$ cat config.mk
export PLATFORM = sky130hd
export DESIGN_NAME = seven_seg_scan_mux
export DESIGN_NICKNAME = d
export VERILOG_FILES = /design/src/rtl/seven_seg_scan_mux.sv
export SDC_FILE = /design/constraint.sdc
export NUM_CORES = 1
export LEC_CHECK = 0
export CORE_MARGIN = 1.5
export CORE_UTILIZATION = 54
export CTS_CLUSTER_SIZE = 12
export DETAILED_ROUTE_END_ITERATION = 16
export PLACE_DENSITY = 0.79
export SLEW_MARGIN = 40
export SYNTH_ARGS = -nofsm -noshare
export SYNTH_HDL_FRONTEND = slang
export SYNTH_SLANG_ARGS = --single-unit
$ cat constraint.sdc
create_clock -name clk -period 2.5 [get_ports clk]
set_clock_uncertainty 0.1 [all_clocks]
set_input_delay 0.375 -clock clk [delete_from_list [all_inputs] [get_ports clk]]
set_output_delay 0.375 -clock clk [all_outputs]
set_load 0.005 [all_outputs]
$ cat src/rtl/seven_seg_scan_mux.sv
`default_nettype none
// ============================================================================
// Module   : seven_seg_scan_mux
// Purpose  : Time-multiplexed scanner for a multi-digit 7-segment display.
//            Steps through the digits of a held hex value and presents the
//            current nibble to the downstream 4-to-7 decoder. Each digit is
//            shown for TICK_DIV cycles. Between digits, BLANK_CYCLES cycles
//            have every digit enable off to prevent ghosting. A new value is
//            swapped in only at a frame boundary, so a frame never tears.
// Revision : 1.0 - initial release
// ----------------------------------------------------------------------------
// Ports:
//   clk         in   1              system clock, rising edge
//   rst         in   1              asynchronous active-high reset
//   value_in    in   4*NUM_DIGITS   hex value, nibble i -> digit i (0 = LSD)
//   load        in   1              single-cycle strobe capturing value_in
//   digit_data  out  4              nibble of the current digit
//   digit_en    out  NUM_DIGITS     one-hot digit enable, all zero when blank
//   frame_start out  1              pulse on the first SHOW cycle of digit 0
//   pending     out  1              a loaded value awaits the next frame
// Build option:
//   SEVEN_SEG_LEADING_ZERO_BLANK_EN - blank leading-zero digits (digit 0 is
//   always shown); timing, digit_data and frame_start are unaffected.
// ============================================================================
module seven_seg_scan_mux #(
    parameter int NUM_DIGITS   = 4,
    parameter int TICK_DIV     = 1000,
    parameter int BLANK_CYCLES = 2
) (
    input  logic                    clk,
    input  logic                    rst,
    input  logic [4*NUM_DIGITS-1:0] value_in,
    input  logic                    load,
    output logic [3:0]              digit_data,
    output logic [NUM_DIGITS-1:0]   digit_en,
    output logic                    frame_start,
    output logic                    pending
);

    localparam int c_idx_w   = $clog2(NUM_DIGITS);
    localparam int c_cnt_max = (TICK_DIV > BLANK_CYCLES) ? TICK_DIV : BLANK_CYCLES;
    localparam int c_cnt_w   = (c_cnt_max > 1) ? $clog2(c_cnt_max) : 1;

    localparam logic [c_cnt_w-1:0] c_cnt_one   = c_cnt_w'(1);
    localparam logic [c_cnt_w-1:0] c_tick_last = c_cnt_w'(TICK_DIV - 1);
    // BLANK is unreachable when BLANK_CYCLES is 0; keep the constant legal.
    localparam logic [c_cnt_w-1:0] c_blank_last =
        c_cnt_w'((BLANK_CYCLES > 0) ? (BLANK_CYCLES - 1) : 0);
    localparam logic [c_idx_w-1:0] c_idx_one  = c_idx_w'(1);
    localparam logic [c_idx_w-1:0] c_idx_last = c_idx_w'(NUM_DIGITS - 1);

    localparam logic [0:0] ST_SHOW  = 1'b0;
    localparam logic [0:0] ST_BLANK = 1'b1;

    logic [0:0]              r_state_q,   w_state_d;
    logic [c_idx_w-1:0]      r_idx_q,     w_idx_d;
    logic [c_cnt_w-1:0]      r_cnt_q,     w_cnt_d;
    logic [4*NUM_DIGITS-1:0] r_active_q,  w_active_d;
    logic [4*NUM_DIGITS-1:0] r_pend_q,    w_pend_d;
    logic                    r_flag_q,    w_flag_d;
    logic                    r_fstart_q,  w_fstart_d;

    logic                    w_advance;
    logic                    w_boundary;
    logic [NUM_DIGITS-1:0]   w_onehot;
    logic [NUM_DIGITS-1:0]   w_show_mask;

    always_comb begin
        w_state_d  = r_state_q;
        w_cnt_d    = r_cnt_q + c_cnt_one;
        w_idx_d    = r_idx_q;
        w_advance  = 1'b0;

        case (r_state_q)
            ST_SHOW: begin
                if (r_cnt_q == c_tick_last) begin
                    w_cnt_d = '0;
                    if (BLANK_CYCLES > 0) begin
                        w_state_d = ST_BLANK;
                    end else begin
                        w_advance = 1'b1;
                    end
                end
            end
            ST_BLANK: begin
                if (r_cnt_q == c_blank_last) begin
                    w_cnt_d   = '0;
                    w_advance = 1'b1;
                end
            end
            default: begin
                w_state_d = ST_SHOW;
                w_cnt_d   = '0;
            end
        endcase

        if (w_advance) begin
            w_state_d = ST_SHOW;
            w_idx_d   = (r_idx_q == c_idx_last) ? '0 : (r_idx_q + c_idx_one);
        end

        w_boundary = w_advance && (r_idx_q == c_idx_last);

        // A load on the boundary edge bypasses the pending register and
        // becomes active at once; otherwise a waiting value is promoted.
        w_active_d = r_active_q;
        w_pend_d   = load ? value_in : r_pend_q;
        w_flag_d   = r_flag_q;
        if (w_boundary) begin
            if (load) begin
                w_active_d = value_in;
            end else if (r_flag_q) begin
                w_active_d = r_pend_q;
            end
            w_flag_d = 1'b0;
        end else if (load) begin
            w_flag_d = 1'b1;
        end

        // Registered so the pulse lines up with the first SHOW cycle of
        // digit 0 and never fires on the post-reset frame.
        w_fstart_d = w_boundary;
    end

    always_ff @(posedge clk or posedge rst) begin
        if (rst) begin
            r_state_q  <= ST_SHOW;
            r_idx_q    <= '0;
            r_cnt_q    <= '0;
            r_active_q <= '0;
            r_pend_q   <= '0;
            r_flag_q   <= 1'b0;
            r_fstart_q <= 1'b0;
        end else begin
            r_state_q  <= w_state_d;
            r_idx_q    <= w_idx_d;
            r_cnt_q    <= w_cnt_d;
            r_active_q <= w_active_d;
            r_pend_q   <= w_pend_d;
            r_flag_q   <= w_flag_d;
            r_fstart_q <= w_fstart_d;
        end
    end

`ifdef SEVEN_SEG_LEADING_ZERO_BLANK_EN
    // Digit i is a leading zero when nibbles i..NUM_DIGITS-1 are all zero.
    assign w_show_mask[0] = 1'b1;
    for (genvar gi = 1; gi < NUM_DIGITS; gi++) begin : g_lz_mask
        assign w_show_mask[gi] = |r_active_q[4*NUM_DIGITS-1:4*gi];
    end
`else
    assign w_show_mask = '1;
`endif

    assign w_onehot    = {{(NUM_DIGITS-1){1'b0}}, 1'b1} << r_idx_q;
    assign digit_en    = (r_state_q == ST_SHOW) ? (w_onehot & w_show_mask) : '0;
    assign digit_data  = r_active_q[{r_idx_q, 2'b00} +: 4];
    assign frame_start = r_fstart_q;
    assign pending     = r_flag_q;

endmodule
`default_nettype wire

==> out/results.ini <==
[global_routing]
antenna_found_initial = 0
grt_pass1_vias = 1458
grt_usage_pct = 21.0
grt_start_max_net_pins = 48
grt-ovfl-total = 0
grt_pass1_wl_um = 6650

[die]
die_w_um = 65.4
start_util_pct = 57.0
row_count = 22
core_area_um2 = 3690
dieArea_um2 = 4280
die_y_um = 65.4
io_pins = 29

[timing]
clock.fmax_ghz = 0.439
hold_ws_ns = 0.400
rsz0062_at_grt = no
post-route-min-period_ns = 2.28
worst_pin_slew_ns = 0.792
setup_viol = 0
fin_tns_setup_ns = 0
slew_headroom_pct = 46.8
slew_violations = 0
finalCritPeriodShare_pct = 91.2
finalHoldViolations = 0

[cts]
clk_latency_ns = 0.29
path_clk_slew_ns = 0.08
clock_path_buffers = 2
cts_tree = built
htreeDepth = 2
cts-root-buf = clkbuf_8
post-cts-setup-buffers = 0
cts_buffers = 5
cts_sinks = 47

[finish]
fill_cells = 276
diodes = 0
syn2layout_area_growth_pct = 21.4
fin_util_pct = 69.2
nets = 209
drive_above_1_share_pct = 30.3

[synthesis]
yosys.area.top_type_share_pct = 56.0
synth.ff_latch_count = 47
synthArstFlopShare_pct = 100
syn_nets = 175
netlist_top_cells_area = dfrtp_1 56%, mux2_2 18%, mux4_2 4.3%
ys.flop_type = dfrtp_1
synth_edf_count = 0
synthesis.area_um2 = 2100
avgSynthCellArea_um2 = 14.0
synth_most_common_cell = dfrtp_1
synth_top_area_cell = dfrtp_1
syn_inst = 150
synth_cell_types = 29
yosysSeqAreaShare_pct = 56.0
ys_top_cells_by_count = 47 x dfrtp_1, 34 x mux2_2, 6 x ha_1, 6 x inv_1
yosys_warnings = 0

[run]
maxCapViolations = 0

[drt]
drt_iter0_drc = 49
wl_um = 3770
wl_per_cell_um = 16.2
via_per_inst = 5.68
drc_errors = 0
antenna_left = 0
firstDrtPassIters = 4
vias = 1324

[power_and_ir_drop]
clkPwrFrac_pct = 35.6
seqPwrFrac_pct = 58.0
power.leakage_nw = 1.08
p_int_mw = 1.09
pwr_density_cell_nw_per_um2 = 534
netSwitchingFraction_pct = 20.3
power_switching_mw = 0.276
power_frac_comb_pct = 6.4
ir_worst_vdd_mv = 0.304

[worst_setup_path]
crit_chain = ha_1 -> nor2b_1 -> clkdlybuf4s50_1
cp-start-kind = register
critPathMaxStageDelay_ns = 0.54
crit_fanout = 8
cp-end-kind = output pin
crit_arrival_ns = 1.80
critPathRequiredTime_ns = 2.03
critical_path_class = reg2out
critPathSlowestCell = dfrtp_1
path_buf_inv = 1
critPathTopFamily = flip-flops

[min_path]
min_path_type = reg2reg

[place]
dp_hpwl_um = 2760
port_buffers = 28
gp_congestion = 0.807

[run_status]
status = completed

[registers in the layout, indices dropped and copies added (netlist names)]
| signal | count |
|---|---|
| r_pend_q | 16 |
| r_state_q | 1 |
| r_active_q | 16 |
| r_idx_q | 2 |
| pending | 1 |
| r_cnt_q | 10 |
| frame_start | 1 |
[cell usage in the layout, fill, tap and decap left out]
cell | synthesis | final
nor4_2 | 2 | 2
nand3_1 | 5 | 5
clkinv_1 | 0 | 1
and2_1 | 1 | 1
nor4_4 | 1 | 1
xnor2_1 | 2 | 2
a211oi_1 | 5 | 5
o211ai_1 | 1 | 1
nor2b_1 | 4 | 4
mux4_2 | 4 | 4
nand2b_1 | 1 | 1
buf_4 | 0 | 5
or3_1 | 3 | 3
or2_2 | 1 | 1
mux2_2 | 34 | 34
o21bai_1 | 1 | 1
xor2_1 | 1 | 1
or4_1 | 3 | 3
dfrtp_2 | 0 | 1
nand2_1 | 2 | 2
a21oi_1 | 1 | 1
clkbuf_8 | 0 | 7
clkbuf_1 | 4 | 1
nor2_1 | 3 | 3
o31ai_1 | 3 | 3
or4b_4 | 1 | 1
dfrtp_1 | 47 | 46
clkdlybuf4s50_1 | 0 | 28
inv_1 | 6 | 5
o21ai_0 | 2 | 2
nor3_1 | 4 | 4
ha_1 | 6 | 6
[per-stage QoR]
step / power [mW] / worst slack [ns] / instance area (µm²) / std cells
after global placement: 0.891 / 0.380 / 2450 / 225
after CTS: 1.38 / 0.0796 / 2550 / 233
after global routing: 1.43 / 0.117 / 2550 / 233
after floorplan: 0.851 / 0.285 / 2100 / 150
final: 1.36 / 0.221 / 2550 / 233
after detailed placement: 0.897 / 0.316 / 2450 / 225
[cell type report]
class | instances | area, µm² | area share [%]
sequential | 47 | 1180 | 46.2
multi-input combinational | 91 | 873 | 34.2
timing repair buffer | 33 | 318 | 12.5
clock buffer | 8 | 100 | 3.92
tap | 48 | 60.1 | 2.35
inverter | 6 | 22.5 | 0.883
[kinds of logic (layout without fill, tap and decap cells)]
kind of cell               Yosys count  in the layout  share of synthesized area [%]
AOI/OAI and AO/OA                   13             13                           4.29
xor gates and xnor gates             3              3                           1.25
adders and majority gates            6              6                           3.57
buffers and inverters               12             47                           2.50
DFF                                 47             47                           56.0
muxes                               38             38                           22.5
and+or+nand+nor                     31             31                           9.94
[final timing paths]
kind,endpoint,slack (ns),start,depth (start not counted)
setup / recovery,digit_en[3],0.22,r_idx_q[1]$_DFFE_PP0P_,3
hold / removal,r_pend_q[2]$_DFFE_PP0P_,0.40,r_pend_q[2]$_DFFE_PP0P_,1
setup reg to reg,r_active_q[4]$_DFFE_PP0P_,0.29,r_cnt_q[1]$_DFF_PP0_,6
hold reg to reg,r_pend_q[2]$_DFFE_PP0P_,0.40,r_pend_q[2]$_DFFE_PP0P_,1
max in group asynchronous,r_idx_q[0]$_DFFE_PP0P_,1.46,rst,3
min in group asynchronous,r_active_q[6]$_DFFE_PP0P_,0.43,rst,3
[worst reg2reg max path: cells and delay by family (launching register included)]
kind,cells,cell delay (ns)
AND/OR/NAND/NOR,2,0.76
flip-flops,1,0.40
multiplexers,1,0.37
buffers and inverters,2,0.33
adder cells (fa/ha/maj),1,0.13
[power groups by stage]
stage	Combinational (mW)	Sequential, mW	Clock, mW
detailed placement	0.0900	0.807	0
CTS	0.0903	0.792	0.499
finish	0.0873	0.791	0.485
global route	0.0972	0.794	0.539
global placement	0.0863	0.805	0
floorplan	0.0468	0.804	0
[per-layer routing]
layer	wire, µm	vias up	global-route usage (%)
met5	0	-	0
met4	50	0	7.55
met3	152	5	5.31
met2	2000	28	37.8
met1	1570	681	24.1
li1	-	610	-
[repair_timing]
item / CTS / global route
resized for setup: 0 / 1
hold buffers: 0 / 0
setup endpoints to repair: 0 / 1
(Power assumes the default switching activity.)
